`src/rtl/sseg_mux_disp_if.sv`:
```
// rtl/sseg_mux_disp_if.sv - display content bus and seven-segment pin bundle
interface sseg_mux_disp_if #(
  parameter int DIGITS = 4
);
  logic [4*DIGITS-1:0] value;
  logic [DIGITS-1:0]   dp;
  logic [DIGITS-1:0]   blank;
  logic                load;
  logic [7:0]          sseg_ca;
  logic [DIGITS-1:0]   sseg_an;

  modport master (
    output value, dp, blank, load,
    input  sseg_ca, sseg_an
  );

  modport slave (
    input  value, dp, blank, load,
    output sseg_ca, sseg_an
  );
endinterface

```
`src/rtl/sseg_mux_disp.sv`:
```
// rtl/sseg_mux_disp.sv - time-multiplexed N-digit hex seven-segment driver
module sseg_mux_disp #(
  parameter int DIGITS      = 4,
  parameter int REFRESH_DIV = 100000,
  parameter int GUARD       = 2,
  parameter int LZ_SUPPRESS = 0
) (
  input  logic           pclk,
  input  logic           rst,
  sseg_mux_disp_if.slave bus
);
  localparam int CW = (REFRESH_DIV > 1) ? $clog2(REFRESH_DIV) : 1;
  localparam int IW = (DIGITS > 1) ? $clog2(DIGITS) : 1;
  localparam logic [CW:0] GUARD_W = (CW+1)'(GUARD);

  logic [4*DIGITS-1:0] sh_value;
  logic [DIGITS-1:0]   sh_dp;
  logic [DIGITS-1:0]   sh_blank;
  logic [CW-1:0]       cnt;
  logic [IW-1:0]       idx;
  logic [7:0]          sseg_ca_q;
  logic [DIGITS-1:0]   sseg_an_q;

  logic [3:0]        nib [DIGITS];
  logic [DIGITS-1:0] supp;
  logic              zero_run;
  logic              dark;
  logic [7:0]        ca_nxt;
  logic [DIGITS-1:0] an_nxt;

  function automatic logic [6:0] hex_seg(input logic [3:0] n);
    case (n)
      4'h0: hex_seg = 7'b1000000;
      4'h1: hex_seg = 7'b1111001;
      4'h2: hex_seg = 7'b0100100;
      4'h3: hex_seg = 7'b0110000;
      4'h4: hex_seg = 7'b0011001;
      4'h5: hex_seg = 7'b0010010;
      4'h6: hex_seg = 7'b0000010;
      4'h7: hex_seg = 7'b1111000;
      4'h8: hex_seg = 7'b0000000;
      4'h9: hex_seg = 7'b0010000;
      4'hA: hex_seg = 7'b0001000;
      4'hB: hex_seg = 7'b0000011;
      4'hC: hex_seg = 7'b1000110;
      4'hD: hex_seg = 7'b0100001;
      4'hE: hex_seg = 7'b0000110;
      default: hex_seg = 7'b0001110;
    endcase
  endfunction

  for (genvar g = 0; g < DIGITS; g++) begin : g_nib
    assign nib[g] = sh_value[4*g +: 4];
  end

  // A digit is a leading zero when it and every digit above it are zero; digit 0 always shows.
  always_comb begin
    zero_run = 1'b1;
    supp     = '0;
    for (int i = DIGITS - 1; i >= 1; i--) begin
      zero_run = zero_run & (nib[i] == 4'h0);
      supp[i]  = (LZ_SUPPRESS != 0) & zero_run;
    end
  end

  always_comb begin
    dark   = ({1'b0, cnt} < GUARD_W) | sh_blank[idx] | (supp[idx] & ~sh_dp[idx]);
    an_nxt = '1;
    if (!dark) an_nxt[idx] = 1'b0;
    ca_nxt = {~sh_dp[idx], supp[idx] ? 7'h7F : hex_seg(nib[idx])};
  end

  always_ff @(posedge pclk or negedge rst) begin
    if (!rst) begin
      sh_value  <= '0;
      sh_dp     <= '0;
      sh_blank  <= '0;
      cnt       <= '0;
      idx       <= '0;
      sseg_ca_q <= 8'hFF;
      sseg_an_q <= '1;
    end else begin
      if (bus.load) begin
        sh_value <= bus.value;
        sh_dp    <= bus.dp;
        sh_blank <= bus.blank;
      end
      if (cnt == CW'(REFRESH_DIV - 1)) begin
        cnt <= '0;
        idx <= (idx == IW'(DIGITS - 1)) ? '0 : idx + 1'b1;
      end else begin
        cnt <= cnt + 1'b1;
      end
      sseg_ca_q <= ca_nxt;
      sseg_an_q <= an_nxt;
    end
  end

  assign bus.sseg_ca = sseg_ca_q;
  assign bus.sseg_an = sseg_an_q;
endmodule
```
`src/flat_wrapper.sv`:
```
// flat-port wrapper written by rule: the top's interface ports become plain ports
module sseg_mux_disp_flat 
#(
  parameter int DIGITS      = 4,
  parameter int REFRESH_DIV = 100000,
  parameter int GUARD       = 2,
  parameter int LZ_SUPPRESS = 0
)
  (pclk, rst, bus_value, bus_dp, bus_blank, bus_load, bus_sseg_ca, bus_sseg_an);
  sseg_mux_disp_if #(.DIGITS(DIGITS)) bus_i ();
  input  logic pclk;
  input  logic rst;
  input wire logic [$bits(bus_i.value)-1:0] bus_value;
  input wire logic [$bits(bus_i.dp)-1:0] bus_dp;
  input wire logic [$bits(bus_i.blank)-1:0] bus_blank;
  input wire logic [$bits(bus_i.load)-1:0] bus_load;
  output wire logic [$bits(bus_i.sseg_ca)-1:0] bus_sseg_ca;
  output wire logic [$bits(bus_i.sseg_an)-1:0] bus_sseg_an;
  assign bus_i.value = bus_value;
  assign bus_i.dp = bus_dp;
  assign bus_i.blank = bus_blank;
  assign bus_i.load = bus_load;
  assign bus_sseg_ca = bus_i.sseg_ca;
  assign bus_sseg_an = bus_i.sseg_an;
  sseg_mux_disp #(.DIGITS(DIGITS), .REFRESH_DIV(REFRESH_DIV), .GUARD(GUARD), .LZ_SUPPRESS(LZ_SUPPRESS)) u_core (.pclk(pclk), .rst(rst), .bus(bus_i));
endmodule
```
`config.mk`:
```
export PLATFORM = sky130hd
export DESIGN_NAME = sseg_mux_disp_flat
export DESIGN_NICKNAME = d
export VERILOG_FILES = /design/src/rtl/sseg_mux_disp_if.sv /design/src/rtl/sseg_mux_disp.sv /design/src/flat_wrapper.sv
export SDC_FILE = /design/constraint.sdc
export NUM_CORES = 1
export LEC_CHECK = 0
export CAP_MARGIN = 15
export CORE_MARGIN = 4
export CORE_UTILIZATION = 57
export DETAILED_ROUTE_END_ITERATION = 8
export PLACE_DENSITY_LB_ADDON = 0.05
export RECOVER_POWER = 25
export REMOVE_ABC_BUFFERS = 1
export SYNTH_ARGS = -nofsm -noshare
export SYNTH_HDL_FRONTEND = slang
export SYNTH_SLANG_ARGS = --single-unit
```
`constraint.sdc`:
```
create_clock -name pclk -period 4.6 [get_ports pclk]
set_input_delay 0.46 -clock pclk [delete_from_list [all_inputs] [get_ports pclk]]
set_output_delay 0.46 -clock pclk [all_outputs]
set_load 0.05 [all_outputs]
```
==> run summary, run 1 <==
Largest cells by area after synthesis - sky130_fd_sc_hd__dfrtp_1 42%, sky130_fd_sc_hd__dfstp_2 12%, sky130_fd_sc_hd__mux2_2 12%
Syn-to-layout area delta - 20.1%
Count of unresolved DRC violations after routing - 0
Post-Syn Area per Cell - 13.0 µm²
Critical Path, Cell by Cell - clkbuf_1 > clkbuf_1
Net count reported at finish - 273
Cell area after technology mapping - 0.00256 mm²
Overall die height - 75 µm
Worst Skew - 0.00477 ns
Transition time at the pin with the least slew margin - 1.93 ns
Fraction of final layout cells with drive strength greater than 1 - 23.7%
Number of global-route vias before repair - 1708
Total global-route track usage - 18.3%
RR Endpoint - u_core.bus.sseg_ca[0]
Die footprint - 0.00563 mm²
Number of cells on the worst reg-to-reg path - 5
CP max FO - 38
Number of cell rows - 24
Post-synth top area cell - sky130_fd_sc_hd__dfrtp_1
Relative slew slack - -28.8%
Critical Path Sink Type - async pin
Worst skew pair latency - 0.30 ns
Final setup fails - 0
Buffer depth of the longest clock path - 2
Arrival time of data at the critical path endpoint - 2.56 ns
Synth Warn # - 0
Iteration-0 DRC count of the detailed router - 47
Top Ports - 39
Share of the cycle needed by the critical path after routing - 54.5%
Number of max-slew violations in the final report - 39
Share of the synthesized area in the top cell type - 42.1%
Clock input transition at the sequential cells of the worst setup and hold paths - 0.10 ns
Hold buffer count at CTS - 0
Overflow left after global routing - 0
Die extent in x - 75 µm
Post-route insts no fill - 288
Leak - 1.27 nW
Global-route wire length before repair - 7770 µm
Req. time, crit path - 4.65 ns
Clock tree from TritonCTS - yes
# diodes - 0
Number of H-tree branching levels - 2
First-pass iteration count of the detailed router - 4
Run status - complete, but fails checks
Final HPWL DP - 3490 µm
Port Buffers - 38
Cell with the largest stage delay on the worst path - sky130_fd_sc_hd__clkbuf_1
Final Wtd Congestion - 0.797
Count of endpoints failing hold in the final timing report - 0
Peak VDD IR - 0.000215 V
Share of the yosys chip area belonging to registers - 54.4%
Register bit total from synthesis - 55
Family with the most delay on the worst path - buffers and inverters
Cell with the most instances on the worst path - sky130_fd_sc_hd__clkbuf_1
Distinct cell type count of the synthesized netlist - 35
Mapped Cells - 197
Routed Wire Length - 4630 µm
# resized after CTS - 0
Top achievable clock speed - 399 MHz
Worst path max stage delay - 1.45 ns
Post-CTS setup buffers - 0
Average wire per cell in the routed design - 16.1 µm
Share of the core filled with cells - 70.6%
Sink count of the clock tree - 55
Largest net degree at the start of global routing - 56
Cell at the root of the clock tree - sky130_fd_sc_hd__clkbuf_8
Violated checks - max-capacitance violations, max-slew violations
Worst hold path class - input pin to async pin
Per-cell via count in the routed design - 5.64
Max-cap violations - 1
Inst Count DP - 279
FF-to-FF setup slack - 2.46 ns
Total number of vias - 1625
Final critical-path required period - 2.51 ns
Power density relative to cell area - 336 mW/mm²
Number of CTS-inserted buffers - 5
Setup repair after global routing missed its margin - no
Critical setup path kind - input pin to async pin
Initial antenna violation count - 0
Origin of the critical flop-to-flop path - u_core.idx[0]
CP bufs+invs - 2
Antenna viol nets, final - 0
Accumulated negative setup slack - 0 ns
Crit path launch type - input pin
Floorplan Core Area - 0.00435 mm²
Starting density of the core - 58.8%
-- cells in the mapped netlist, drive strengths merged --
master / n
dfrtp: 43
mux2: 28
dfstp: 12
nand2: 12
ha: 11
nor2: 9
xnor2: 9
nand3: 8
inv: 6
mux4: 6
and4: 5
clkbuf: 5
o21ai: 5
nor3: 4
xor2: 4
a21oi: 3
buf: 3
nand4: 3
nor2b: 3
o21a: 3
or3: 3
and3: 2
or4: 2
a22o: 1
a22oi: 1
a31oi: 1
and2: 1
nand2b: 1
nor4: 1
o2bb2ai: 1
o31ai: 1
-- logic make-up after synthesis --
logic type,count (synthesis),synth area share (%)
buffers and inverters,14,2.59
and+or+nand+nor,54,11.5
muxes,34,17.8
AOI/OAI and AO/OA,16,3.96
adders and majority gates,11,5.38
DFF,55,54.4
xor gates and xnor gates,13,4.45
-- registers in the layout (all words and copies together), names as in the netlist --
| register | flops |
|---|---|
| u_core.sh_value | 16 |
| u_core.idx | 2 |
| u_core.sh_dp | 4 |
| u_core.sh_blank | 4 |
| u_core.cnt | 17 |
| u_core.bus.sseg_ca | 8 |
| u_core.bus.sseg_an | 4 |
-- cells in the final DEF (no fill, tap or decap), types with 5 or more instances in the layout --
cell                              instances
sky130_fd_sc_hd__clkbuf_8                 5
sky130_fd_sc_hd__clkdlybuf4s50_1         37
sky130_fd_sc_hd__dfrtp_1                 43
sky130_fd_sc_hd__dfstp_2                 12
sky130_fd_sc_hd__ha_1                    11
sky130_fd_sc_hd__inv_1                    6
sky130_fd_sc_hd__mux2_2                  27
sky130_fd_sc_hd__mux4_2                   6
sky130_fd_sc_hd__nand2_1                 12
sky130_fd_sc_hd__nand3_1                  8
sky130_fd_sc_hd__nor2_1                   9
sky130_fd_sc_hd__xnor2_1                  9
-- layer usage --
metal  global-route usage [%]  up-vias  share of wire (%)
li1                         -      770                  -
met1                     21.8      811                 42
met2                     32.0       35                 52
met3                     5.61        9                4.1
met4                     5.34        0                1.5
met5                        0        -                  0
-- layout make-up --
class / count / area (µm²)
multi-input combinational: 128 / 1100
sequential: 55 / 1390
tap: 52 / 65.1
inverter: 6 / 22.5
clock buffer: 5 / 68.8
timing repair buffer: 39 / 378
clock inverter: 3 / 47.5
fill: 312 / 1280
-- worst reg2reg max path: cells and delay by family, from the launching register on --
kind            cells  cell delay, ns
fa+ha+maj           1            0.23
compound gates      1            0.26
flops               1            0.70
mux                 1            0.66
buf+inv             2            0.22
-- where the power goes --
group / leakage, nW / total, W / internal (W) / switching [W]
clock: 0.0587 / 0.000323 / 0.000165 / 0.000158
sequential: 0.657 / 0.000538 / 0.000524 / 0.0000135
combinational: 0.554 / 0.000173 / 0.0000795 / 0.0000932
-- worst max-delay path by stage --
stage,end,start,slack (ns),cells after the start
floorplan,u_core.idx[0],u_core.cnt[5],2.70,4
global placement,u_core.sh_value[5],bus_load,2.48,2
detailed placement,u_core.sh_dp[1],bus_load,2.40,2
CTS,u_core.bus.sseg_ca[0],u_core.idx[0],2.41,5
global route,u_core.sh_dp[1],rst,1.52,2
finish,u_core.cnt[0],rst,2.09,2
-- stage by stage --
| stage | hold slack (ns) | setup WS [ns] | power, W | instance area (µm²) |
|---|---|---|---|---|
| 6_report | 0.229 | 2.09 | 0.00103 | 3070 |
| 5_1_grt | 0.298 | 1.52 | 0.00108 | 3070 |
| 4_1_cts | 0.419 | 2.41 | 0.00105 | 3070 |
| 3_5_place_dp | 0.475 | 2.40 | 0.000722 | 2960 |
| 3_3_place_gp | 0.475 | 2.48 | 0.000713 | 2960 |
| 2_1_floorplan | 0.164 | 2.70 | 0.000650 | 2510 |
No activity file was read; power rests on OpenSTA's default activity.
==> run 2: changes to the inputs <==
CORE_UTILIZATION = 53   (was 57)
clock period = 2.5 ns   (was 4.6 ns; I/O delays follow)
==> run 2 against run 1 <==
Effect of this change:
- the run now ends clean
- largest cell class unchanged
- final cell count rose by 1.4%
- clock power rose by 48%
- worst setup slack got worse by 1.7 ns
- wire length fell by 1.7%
- sequential power rose by 84%
- clock-buffer cell count did not move
- clock skew rose by 0.0039 ns
==> run summary, run 2 (synthesis gave the netlist of run 1 again) <==
Layout filler cell count - 349 (+12%)
Share of the core filled with cells - 65.4% (-5.2 points)
Clock tree from TritonCTS - yes
Critical Path Sink Type - register
Post-Place Worst Slack - 0.422 ns (-1.98 ns)
Req. time, crit path - 2.72 ns (-1.93 ns)
Worst hold path class - input pin to async pin
Setup repair after global routing missed its margin - no
Global-route wire length before repair - 8070 µm (+3.8%)
Max-cap violations - 0 (-1)
Critical setup path kind - register to register
Global routing met1 resource utilization - 20.3% (-1.5 points)
Layer with the highest usage - met2
Die extent in x - 77.5 µm (+3.3%)
Transition time at the pin with the least slew margin - 0.999 ns (-0.932 ns)
# diodes - 0 (unchanged)
Accumulated negative setup slack - 0 ns (unchanged)
Iteration-0 DRC count of the detailed router - 156 (+230%)
Count of endpoints failing hold in the final timing report - 0 (unchanged)
Per-cell via count in the routed design - 5.65 (+0.21%)
Number of CTS-inserted buffers - 5 (unchanged)
Port Buffers - 38 (unchanged)
Overall power of the completed layout - 0.00179 W (+73%)
Number of cell rows - 25 (+4.2%)
Reg with most FFs - u_core.cnt
Switching share of total power - 26.8% (+1.2 points)
Leak - 1.27 nW (-0.20%)
Post-CTS setup buffers - 0 (unchanged)
Proportion of power drawn by the clock network - 26.7% (-4.5 points)
Largest net degree at the start of global routing - 49 (-13%)
Arrival time of data at the critical path endpoint - 2.29 ns (-0.27 ns)
Starting density of the core - 54.5% (-4.2 points)
Cell at the root of the clock tree - sky130_fd_sc_hd__clkbuf_8
Final setup fails - 0 (unchanged)
Worst Skew - 0.00864 ns (+0.00387 ns)
Hold buffer count at CTS - 0 (unchanged)
Crit path launch type - register
Number of max-slew violations in the final report - 0 (-100%)
Buffer depth of the longest clock path - 2 (unchanged)
# resized after CTS - 0 (unchanged)
Antenna viol nets, final - 0 (unchanged)
Sink count of the clock tree - 55 (unchanged)
Average wire per cell in the routed design - 15.6 µm (-3.0%)
Most used cells in the layout excluding fill and tap cells - 43 x sky130_fd_sc_hd__dfrtp_1, 37 x sky130_fd_sc_hd__clkdlybuf4s50_1, 27 x sky130_fd_sc_hd__mux2_2
Most common cell after layout, fill and taps aside - sky130_fd_sc_hd__dfrtp_1
Final HPWL DP - 3420 µm (-2.0%)
Floorplan Core Area - 0.00469 mm² (+7.8%)
Net switching power - 0.000478 W (+81%)
Met3 layer usage reported by global route - 5.68% (+0.077 points)
Final critical-path required period - 2.07 ns
Count of unresolved DRC violations after routing - 0 (unchanged)
Net count reported at finish - 275 (+0.73%)
Worst skew pair latency - 0.31 ns (about the same)
Smallest setup slack after layout - 0.429 ns (-1.66 ns)
Die footprint - 0.00600 mm² (+6.7%)
Syn-to-layout area delta - 20.0%
Number of flip-flops under the largest register name - 17 (unchanged)
Top achievable clock speed - 483 MHz
Power density relative to cell area - 582 mW/mm² (+73%)
Fraction of final layout cells with drive strength greater than 1 - 25.2% (+1.5 points)
Number of cells on the worst reg-to-reg path - 5 (unchanged)
Run status - completed
Combinational group share of total power - 18.0% (+1.3 points)
GR Layer Usage met2 - 29.9% (-2.1 points)
Number of H-tree branching levels - 2 (unchanged)
First-pass iteration count of the detailed router - 4 (unchanged)
Register share of total power - 55.4% (+3.3 points)
Total number of vias - 1651 (+1.6%)
Overall die height - 77.5 µm (+3.3%)
CP max FO - 11 (-71%)
Relative slew slack - 33.4% (+62 points)
Top Ports - 39 (unchanged)
Final Wtd Congestion - 0.809 (+1.5%)
Routed Wire Length - 4550 µm (-1.7%)
Share of the cycle needed by the critical path after routing - 82.9%
Internal Dissipation - 0.00131 W (+70%)
Peak VDD IR - 0.000399 V (+85%)
Overflow left after global routing - 0 (unchanged)
Clock input transition at the sequential cells of the worst setup and hold paths - 0.10 ns (about the same)
Number of global-route vias before repair - 1744 (+2.1%)
Initial antenna violation count - 0 (unchanged)
Total global-route track usage - 17.2% (-1.2 points)
[run 2: changes by cell type in the layout (fill, tap and decap cells not counted)]
cell	delta
sky130_fd_sc_hd__clkinv_2	+1
sky130_fd_sc_hd__clkinvlp_4	+2
sky130_fd_sc_hd__bufinv_16	-1
sky130_fd_sc_hd__buf_2	+1
sky130_fd_sc_hd__buf_4	+3
sky130_fd_sc_hd__inv_6	-1
sky130_fd_sc_hd__clkinv_4	-1
sky130_fd_sc_hd__clkbuf_1	-2
[run 2: worst paths after layout]
path	startpoint	end	slack, ns
hold reg to reg	u_core.cnt[0]	u_core.cnt[0]	0.50
min in group pclk	u_core.cnt[0]	u_core.cnt[0]	0.50
setup / recovery	u_core.idx[0]	u_core.bus.sseg_ca[0]	0.43
max in group asynchronous	rst	u_core.sh_value[13]	1.73
hold / removal	rst	u_core.cnt[3]	0.11
setup reg to reg	u_core.idx[0]	u_core.bus.sseg_ca[0]	0.43
[run 2: final cells by class]
| cell class | count | area, µm² | share of cell area, % |
|---|---|---|---|
| Timing Repair Buffer | 41 | 398 | 13.0 |
| Sequential cell | 55 | 1390 | 45.3 |
| Clock buffer | 5 | 68.8 | 2.24 |
| Clock inverter | 3 | 20.0 | 0.652 |
| Inverter | 6 | 22.5 | 0.734 |
| Multi-Input combinational cell | 128 | 1100 | 35.9 |
| Tap cell | 54 | 67.6 | 2.20 |
[run 2: power by group through the flow]
stage | Clock (W) | Combinational [W] | Sequential (W)
global placement | 0 | 0.000314 | 0.00100
floorplan | 0 | 0.000112 | 0.00108
finish | 0.000477 | 0.000321 | 0.000989
CTS | 0.000499 | 0.000325 | 0.000990
detailed placement | 0 | 0.000324 | 0.00101
global route | 0.000542 | 0.000344 | 0.000998
[run 2: layer usage]
metal	share of wire [%]	vias to the layer above
met5	0	-
li1	-	772
met3	5.9	5
met2	53	49
met4	1.0	0
met1	40	825
[run 2: worst max-delay path, cell delays in order, from the launching register on]
cell	delay, ns
sky130_fd_sc_hd__dfrtp_1	0.68
sky130_fd_sc_hd__mux4_2	0.65
sky130_fd_sc_hd__inv_1	0.13
sky130_fd_sc_hd__ha_1	0.22
sky130_fd_sc_hd__inv_1	0.07
sky130_fd_sc_hd__o31ai_1	0.24
[run 2: metrics by stage]
step / cells / hold WS [ns] / cell area (µm²)
after floorplan: 189 / -0.0456 / 2510
after global placement: 284 / 0.466 / 2980
after detailed placement: 284 / 0.488 / 2980
after CTS: 292 / 0.141 / 3070
after global routing: 292 / 0.180 / 3070
final: 292 / 0.108 / 3070
